`src/rtl/prog_clk_div_pkg.sv`:
```
// Shared definitions for the programmable clock divider: FSM states,
// minimum ratio and the ratio helper functions.
package prog_clk_div_pkg;

    localparam int unsigned DIV_MIN = 2;

    typedef enum logic {
        ST_IDLE = 1'b0,
        ST_RUN  = 1'b1
    } div_state_e;

    // Ratios 0 and 1 are meaningless for a divider; force them to the minimum.
    function automatic int unsigned clamp_div(input int unsigned x);
        return (x < DIV_MIN) ? DIV_MIN : x;
    endfunction

    // High-phase length: ceil(n/2), so odd ratios carry the extra cycle high.
    function automatic int unsigned high_len(input int unsigned n);
        return n - (n >> 1);
    endfunction

endpackage

```
`src/rtl/prog_clk_div_if.sv`:
```
// Control/status bundle of the programmable clock divider.
// Handshake: load_i is a single-cycle strobe with no back-pressure; div_i is
// valid only in a cycle where load_i is high. tick_o and upd_o are one-cycle
// strobes that the consumer must sample in the cycle they are high.
interface prog_clk_div_if #(
    parameter int WIDTH = 8
);
    import prog_clk_div_pkg::*;

    logic             en_i;
    logic             load_i;
    logic [WIDTH-1:0] div_i;
    logic             clk_o;
    logic             tick_o;
    logic             upd_o;
    logic             run_o;
    div_state_e       dbg_state;

    modport master (
        output en_i, load_i, div_i,
        input  clk_o, tick_o, upd_o, run_o, dbg_state
    );

    modport slave (
        input  en_i, load_i, div_i,
        output clk_o, tick_o, upd_o, run_o, dbg_state
    );

endinterface

```
`src/rtl/prog_clk_div.sv`:
```
// Runtime-programmable integer clock divider with near-50% duty, a
// clock-enable tick and ratio changes deferred to period boundaries.
module prog_clk_div
    import prog_clk_div_pkg::*;
#(
    parameter int WIDTH   = 8,
    parameter int DIV_RST = 2
) (
    input  logic                 clk_i,
    input  logic                 rst,
    prog_clk_div_if.slave        bus
);

    div_state_e       state_q, state_d;
    logic [WIDTH-1:0] cnt_q,   cnt_d;
    logic [WIDTH-1:0] n_q,     n_d;
    logic [WIDTH-1:0] pend_q,  pend_d;
    logic             pend_v_q, pend_v_d;
    logic             clk_q,   clk_d;
    logic             tick_q,  tick_d;
    logic             upd_q,   upd_d;

    logic [WIDTH-1:0] div_cl;
    logic             wrap;

    assign div_cl = WIDTH'(clamp_div(32'(bus.div_i)));
    assign wrap   = (cnt_q == (n_q - WIDTH'(1)));

    // State and output registers; async reset drops every output at once
    // and discards any staged ratio.
    always_ff @(posedge clk_i or posedge rst) begin
        if (rst) begin
            state_q  <= ST_IDLE;
            cnt_q    <= '0;
            n_q      <= WIDTH'(DIV_RST);
            pend_q   <= '0;
            pend_v_q <= 1'b0;
            clk_q    <= 1'b0;
            tick_q   <= 1'b0;
            upd_q    <= 1'b0;
        end else begin
            state_q  <= state_d;
            cnt_q    <= cnt_d;
            n_q      <= n_d;
            pend_q   <= pend_d;
            pend_v_q <= pend_v_d;
            clk_q    <= clk_d;
            tick_q   <= tick_d;
            upd_q    <= upd_d;
        end
    end

    // Next-state logic: count within the period, pick the next ratio at the
    // wrap edge, and only stop once the current period has completed.
    always_comb begin
        state_d  = state_q;
        cnt_d    = cnt_q;
        n_d      = n_q;
        pend_d   = pend_q;
        pend_v_d = pend_v_q;
        clk_d    = 1'b0;
        tick_d   = 1'b0;
        upd_d    = 1'b0;

        case (state_q)
            ST_IDLE: begin
                cnt_d = '0;
                if (bus.load_i) begin
                    n_d      = div_cl;
                    upd_d    = 1'b1;
                    pend_v_d = 1'b0;
                end
                if (bus.en_i) begin
                    state_d = ST_RUN;
                    clk_d   = 1'b1;
                    tick_d  = 1'b1;
                end
            end

            ST_RUN: begin
                if (wrap) begin
                    cnt_d    = '0;
                    pend_v_d = 1'b0;
                    if (bus.load_i) begin
                        n_d   = div_cl;
                        upd_d = 1'b1;
                    end else if (pend_v_q) begin
                        n_d   = pend_q;
                        upd_d = 1'b1;
                    end
                    if (bus.en_i) begin
                        clk_d  = (32'(cnt_d) < high_len(32'(n_d)));
                        tick_d = 1'b1;
                    end else begin
                        state_d = ST_IDLE;
                    end
                end else begin
                    cnt_d  = cnt_q + WIDTH'(1);
                    clk_d  = (32'(cnt_d) < high_len(32'(n_q)));
                    tick_d = (cnt_d == '0);
                    if (bus.load_i) begin
                        pend_d   = div_cl;
                        pend_v_d = 1'b1;
                    end
                end
            end

            default: state_d = ST_IDLE;
        endcase
    end

    assign bus.clk_o     = clk_q;
    assign bus.tick_o    = tick_q;
    assign bus.upd_o     = upd_q;
    assign bus.run_o     = (state_q == ST_RUN);
    assign bus.dbg_state = state_q;

endmodule

```
`src/flat_wrapper.sv`:
```
// flat-port wrapper written by rule: the top's interface ports become plain ports
module prog_clk_div_flat import prog_clk_div_pkg::*;
#(
    parameter int WIDTH   = 8,
    parameter int DIV_RST = 2
)
  (clk_i, rst, bus_en_i, bus_load_i, bus_div_i, bus_clk_o, bus_tick_o, bus_upd_o, bus_run_o, bus_dbg_state);
  prog_clk_div_if #(.WIDTH(WIDTH)) bus_i ();
  input  logic clk_i;
  input  logic rst;
  input wire logic [$bits(bus_i.en_i)-1:0] bus_en_i;
  input wire logic [$bits(bus_i.load_i)-1:0] bus_load_i;
  input wire logic [$bits(bus_i.div_i)-1:0] bus_div_i;
  output wire logic [$bits(bus_i.clk_o)-1:0] bus_clk_o;
  output wire logic [$bits(bus_i.tick_o)-1:0] bus_tick_o;
  output wire logic [$bits(bus_i.upd_o)-1:0] bus_upd_o;
  output wire logic [$bits(bus_i.run_o)-1:0] bus_run_o;
  output wire logic [$bits(bus_i.dbg_state)-1:0] bus_dbg_state;
  assign bus_i.en_i = bus_en_i;
  assign bus_i.load_i = bus_load_i;
  assign bus_i.div_i = bus_div_i;
  assign bus_clk_o = bus_i.clk_o;
  assign bus_tick_o = bus_i.tick_o;
  assign bus_upd_o = bus_i.upd_o;
  assign bus_run_o = bus_i.run_o;
  assign bus_dbg_state = bus_i.dbg_state;
  prog_clk_div #(.WIDTH(WIDTH), .DIV_RST(DIV_RST)) u_core (.clk_i(clk_i), .rst(rst), .bus(bus_i));
endmodule
```
`config.mk`:
```
export PLATFORM = sky130hd
export DESIGN_NAME = prog_clk_div_flat
export DESIGN_NICKNAME = d
export VERILOG_FILES = /design/src/rtl/prog_clk_div_pkg.sv /design/src/rtl/prog_clk_div_if.sv /design/src/rtl/prog_clk_div.sv /design/src/flat_wrapper.sv
export SDC_FILE = /design/constraint.sdc
export NUM_CORES = 1
export LEC_CHECK = 0
export CAP_MARGIN = 20
export CORE_MARGIN = 4
export CORE_UTILIZATION = 38
export CTS_BUF_LIST = sky130_fd_sc_hd__clkbuf_8
export CTS_CLUSTER_DIAMETER = 60
export DETAILED_ROUTE_END_ITERATION = 7
export SYNTH_ARGS = -nofsm -noshare
export SYNTH_HDL_FRONTEND = slang
export SYNTH_SLANG_ARGS = --single-unit
```
`constraint.sdc`:
```
create_clock -name clk_i -period 3.4 [get_ports clk_i]
set_input_delay 0.68 -clock clk_i [delete_from_list [all_inputs] [get_ports clk_i]]
set_output_delay 0.68 -clock clk_i [all_outputs]
set_load 0.005 [all_outputs]
```
---- Word-level counts from Yosys, hierarchy flattened ----
Index checks and enable logic that the tools add are counted.
operators by class
  reductions and logical operators ........ 4
  equal/unequal tests ..................... 4
  order comparisons ....................... 3
  $add $sub $neg .......................... 4
  bitwise gates (word level) .............. 2
  muxes and demuxes ....................... 27
operators with widths
  cell                 count
  $mux 8               8
  $lt 1x32->1 const A  1
  $lt 8x32->1          1
  $pmux 8 s2           2
  $sub 8x7->9          2
  $mux 1               12
  $pmux 1 s2           5
  $add 8x1->8 const B  1
  $eq 8x8->1           1
  $logic_not 8->1      1
  $lt 8x2->1 const B   1
  $sub 8x1->8 const B  1
  $ne 2x2->1 const B   2
  $reduce_and 2->1     2
  $ne 3x3->1 const B   1
  $reduce_and 3->1     1
  $not 1->1            2
word-level totals
  register bits after elaboration ......... 29
  output and inout port bits .............. 5
  input bits .............................. 12

---- Longest topological paths before layout ----
Gate-level depths: netlist of run 1.
  depth after elaboration ................. 10
  depth in mapped cells ................... 14
  depth with buffers taken out ............ 14

---- Worst setup path before layout of run 1 ----
OpenSTA, ideal clock, no wires.
  path type ............................... input port to flip-flop
  start point ............................. input bus_div_i[2]
  end point ............................... register u_core.clk_q, in the netlist u_core.bus.clk_o
  setup slack ............................. 0.257 ns
  stages .................................. 13
  path buffers ............................ 0
  arrival time ............................ 3.015 ns
  library setup time ...................... 0.129 ns
  cells stage by stage .................... nor4_1 -> nand2_1 -> o21ai_0 -> nor2_1 -> a21oi_1 -> ha_1 -> inv_1 -> a21oi_1 -> nor4b_1 -> o32a_2 -> nor4b_2 -> o31ai_1 -> a2111o_1
between the ends
  longest elaborated chain between the ends .. 10
ends and longest elaborated chain
  element               line                    RTL
  from (decl)           flat_wrapper.sv:13      input wire logic [$bits(bus_i.div_i)-1:0] bus_div_i;
  $lt 8x2->1            prog_clk_div_pkg.sv:14  return (x < DIV_MIN) ? DIV_MIN : x;
  $mux 8 (*)            prog_clk_div_pkg.sv:14
  $mux 8 (*)            prog_clk_div.sv:84      if (bus.load_i) begin
  $mux 8 (*)            prog_clk_div.sv:81      if (wrap) begin
  $mux 8 (*)            prog_clk_div.sv:65      case (state_q)
  $sub 8x7->9 (*)       prog_clk_div_pkg.sv:19  return n - (n >> 1);
  $lt 1x32->1 (*)       prog_clk_div.sv:92      clk_d = (32'(cnt_d) < high_len(32'(n_d)));
  $mux 1 (*)            prog_clk_div.sv:91      if (bus.en_i) begin
  $mux 1 (*)            prog_clk_div.sv:81
  $pmux 1 s2 (*)        prog_clk_div.sv:65
  via u_core.clk_d      prog_clk_div.sv:19      logic clk_q, clk_d;
  to (signal assigned)  prog_clk_div.sv:47      clk_q <= clk_d;
  to (decl)             prog_clk_div.sv:19
Mark *: on every way through the listed nets, which the timed path passes. The rest lies on a longest branch. The select of a mux whose other input is x is not followed.
A chain may end at the register's enable or synchronous reset.

---- Worst setup path after layout of run 1 ----
  start point ............................. input bus_div_i[6]
  end point ............................... register u_core.clk_q, in the netlist u_core.bus.clk_o
Same word-level chain as after synthesis.

==> results of run 1 <==
[routing by layer]
layer  GRT usage [%]  share of wire [%]  vias to the layer above
li1                -                  -                     1113
met1            19.7                 50                      976
met2            24.8                 47                       29
met3            2.49                2.6                        5
met4            4.15                1.0                        0
met5               0                  0                        -
[report_power, final]
group / total [mW] / switching (mW) / internal, mW
clock network: 0.352 / 0.138 / 0.214
registers: 0.626 / 0.155 / 0.471
logic: 1.83 / 0.937 / 0.896
[stage by stage]
step	utilization [%]	cell area, um^2	TNS [ps]	power [mW]	instances
after floorplan	-	2640	0	2.03	294
after global placement	45.5	3070	-280	2.44	412
after detailed placement	45.5	3070	-309	2.48	412
after CTS	47.1	3190	0	2.84	420
after global routing	47.3	3200	0	3.16	420
final	47.3	3200	0	2.81	420
[worst reg2reg max path, cell delays in order, from the launching register on]
cell and delay [ps]:
dfstp_2 590, inv_1 100, ha_1 290, o21bai_1 60
a21oi_1 210, o21ai_0 120, a21oi_1 230, o21bai_1 90
a21oi_1 180, xnor2_1 90, ha_1 280, nor2_1 40
a21oi_1 140, a21oi_1 110, a2111o_1 400
[sequential cells by signal, summed over array words and instances, names as in the netlist]
register              flops
u_core.pend_v_q           1
u_core.bus.dbg_state      1
u_core.bus.clk_o          1
u_core.bus.tick_o         1
u_core.pend_q             8
u_core.cnt_q              8
u_core.n_q                8
u_core.bus.upd_o          1
[area by class of cell]
class | instances | area share [%]
Multi-Input combinational cell | 225 | 55.1
Sequential cell | 29 | 22.7
Timing Repair Buffer | 45 | 11.8
Inverter | 33 | 3.87
Tap cell | 80 | 3.13
Clock buffer | 5 | 2.15
Clock inverter | 3 | 1.21
[Yosys cell counts (5+ instances only)]
| library cell | number |
|---|---|
| a21oi_1 | 17 |
| nor2b_1 | 7 |
| mux2_2 | 7 |
| mux2i_1 | 13 |
| ha_1 | 32 |
| xor2_1 | 11 |
| nand2_1 | 17 |
| inv_1 | 32 |
| nand3_1 | 5 |
| o21ai_0 | 19 |
| dfrtp_1 | 28 |
| nand2b_1 | 6 |
| nor2_1 | 22 |
| xnor2_1 | 17 |
[cells by family (layout without fill, tap and decap cells)]
group | count (synthesis) | after routing
XOR/XNOR | 28 | 28
flip-flops | 29 | 29
multiplexers | 22 | 22
AO/OA/AOI/OAI | 65 | 65
AND/OR/NAND/NOR | 76 | 76
adder cells (fa/ha/maj) | 34 | 34
buffers and inverters | 40 | 86
[final timing paths]
kind                       cells after the start           endpoint
max                                           14   u_core.bus.clk_o
max reg2reg                                   14   u_core.bus.clk_o
max in group asynchronous                      3      u_core.n_q[1]
min in group asynchronous                      3  u_core.bus.tick_o
min reg2reg                                    1   u_core.pend_q[6]
min                                            1   u_core.pend_q[6]
[cell usage in the layout, fill, tap and decap left out, drive strengths merged, types with 2 or more instances in the layout]
cell | synthesis | layout
clkbuf | 2 | 5
nand3 | 5 | 5
a211oi | 3 | 3
fa | 2 | 2
o21ai | 20 | 20
o21bai | 3 | 3
a21boi | 2 | 2
mux2i | 13 | 13
o31ai | 2 | 2
buf | 5 | 29
ha | 32 | 32
xnor2 | 17 | 17
clkdlybuf4s50 | 0 | 16
nor2 | 22 | 22
and3 | 4 | 4
mux2 | 9 | 9
nand2 | 17 | 17
nand2b | 6 | 6
nor2b | 7 | 7
nor3 | 3 | 3
inv | 33 | 34
nor4b | 3 | 3
nor4 | 3 | 3
o2111ai | 2 | 2
a21oi | 17 | 17
dfrtp | 28 | 28
xor2 | 11 | 11
o21a | 2 | 2
[what timing repair did]
action | CTS | global route
pin swaps | 0 | 3
setup buffers | 0 | 0
setup endpoints to repair | 1 | 1
resized for setup | 1 | 3
==> impl_metrics.tcl, run 1 <==
set metrics [dict create \
    outcome "finished clean" \
    grt_max_degree 30 \
    synth_compound_area_share_pct 16.4 \
    clockBufferDepth 2 \
    yosys_most_used_dff "dfrtp_1" \
    synth_nets 340 \
    critPathTopFamily "buffers and inverters" \
    path_max_fanout 4 \
    rsz0062_at_grt "no" \
    grt_first_pass_wirelength_um 9940 \
    start_util_pct 39.0 \
    critPathKind "in -> reg" \
    min_path_type "reg -> reg" \
    synth_top_family_by_area "adder cells" \
    rows 30 \
    fin_nets 385 \
    fin_crit_sh_pct 95.1 \
    port_buffers 16 \
    nFillCells 664 \
    hold_buffers 0 \
    synthTopCellsByArea "dfrtp_1, ha_1, xnor2_1" \
    cts_tree "done" \
    wl_um 5660 \
    worst_slew_pin_slew_ps 524 \
    synth-simple-area-share_pct 14.6 \
    wire_per_inst_um 13.5 \
    ioPinCount 17 \
    die-area_mm2 0.00833 \
    ys_warn_count 0 \
    timing.final.ws_setup_ps 168 \
    synth_top_area_cell "dfrtp_1" \
    h-tree-depth 2 \
    slowest_delay_ps 540 \
    maxCapViolCount 0 \
    pre_cts_slack_ps -309 \
    insertion_delay_ps 280 \
    hold_slack_ps 517 \
    arrival_ps 3400 \
    die_h_um 91.3 \
    syn_avg_cell_area_um2 8.96 \
    syn_area_mm2 0.00264 \
    synth-seq-area-share_pct 27.6 \
    crit_start "bus_div_i[6]" \
    vias 2123 \
    multiInputGateArea_mm2 0.00176 \
    worstHoldStart "u_core.pend_q[6]" \
    track_usage_pct 14.8 \
    viasPerCell 5.05 \
    syn-instance-count 294 \
    core_area_mm2 0.00676 \
    fmax_mhz 309 \
    grt_antenna_before_repair 0 \
    clk_pin_slew_worst_paths_ps 70 \
    min_period_ps 3230 \
    regArea_um2 727 \
    grt_overflow 0 \
    leakagePower_nw 1.57 \
    synth_xor_area_share_pct 9.31 \
    hpwl_um 4650 \
    drt_first_iter_violations 60 \
    setup_viol 0 \
    drv_slew 0 \
    die_w_um 91.3 \
    ant_nets 0 \
    grt_pass1_vias 2081 \
    worst_ep_required_time_ps 3560 \
    crit_slowest_cell "clkdlybuf4s50_1" \
    clock-sinks 29 \
    async_reset_ff_share_pct 100 \
    crit_path_start_kind "input port" \
    yosys-mux-area-fraction_pct 9.07 \
    drtPass1Iterations 4 \
    maxSlewHeadroom_pct 64.9 \
    area_growth_pct 21.4 \
    gp_congestion 0.864 \
    cts-buffers-inserted 5 \
    r2r-start "u_core.n_q[1]" \
    drc 0 \
    antenna_cells 0 \
    cts_root_buf "clkbuf_8" \
    synth_fa_ha_area_share_pct 16.7 \
    layout-drive-gt1-share_pct 16.5 \
    ys_types 55 \
    r2r_setup_slack_ps 360 \
    critPathBufInv 4 \
    finClkSkew_ps 13.0 \
    hold_violations 0 \
    crit_path_end_kind "flop" \
    yosysTopAreaCellShare_pct 26.6 \
    crit_chain "clkdlybuf4s50_1, nor4_2, nand2_1, nand2b_1, a21oi_1, inv_1, ha_1, buf_4, fa_1, buf_4, a21oi_1, xnor2_1, a41oi_1, a2111o_1" \
    ys_seq_elements 29 \
    irDropWorstVdd_uv 240 \
    synth_edf_count 0 \
    p_per_area_mw_per_mm2 879 \
]
Note: power is estimated with default switching activity, not from simulation.
==> run 2: changes to the inputs <==
--- a/config.mk
+++ b/config.mk
@@ -5,12 +5,12 @@
 export SDC_FILE = /design/constraint.sdc
 export NUM_CORES = 1
 export LEC_CHECK = 0
-export CAP_MARGIN = 20
 export CORE_MARGIN = 4
 export CORE_UTILIZATION = 38
 export CTS_BUF_LIST = sky130_fd_sc_hd__clkbuf_8
 export CTS_CLUSTER_DIAMETER = 60
 export DETAILED_ROUTE_END_ITERATION = 7
+export GPL_ROUTABILITY_DRIVEN = 0
 export SYNTH_ARGS = -nofsm -noshare
 export SYNTH_HDL_FRONTEND = slang
 export SYNTH_SLANG_ARGS = --single-unit
==> results of run 2 <==
The final DEF is identical to that of run 1; final timing and power are the same.
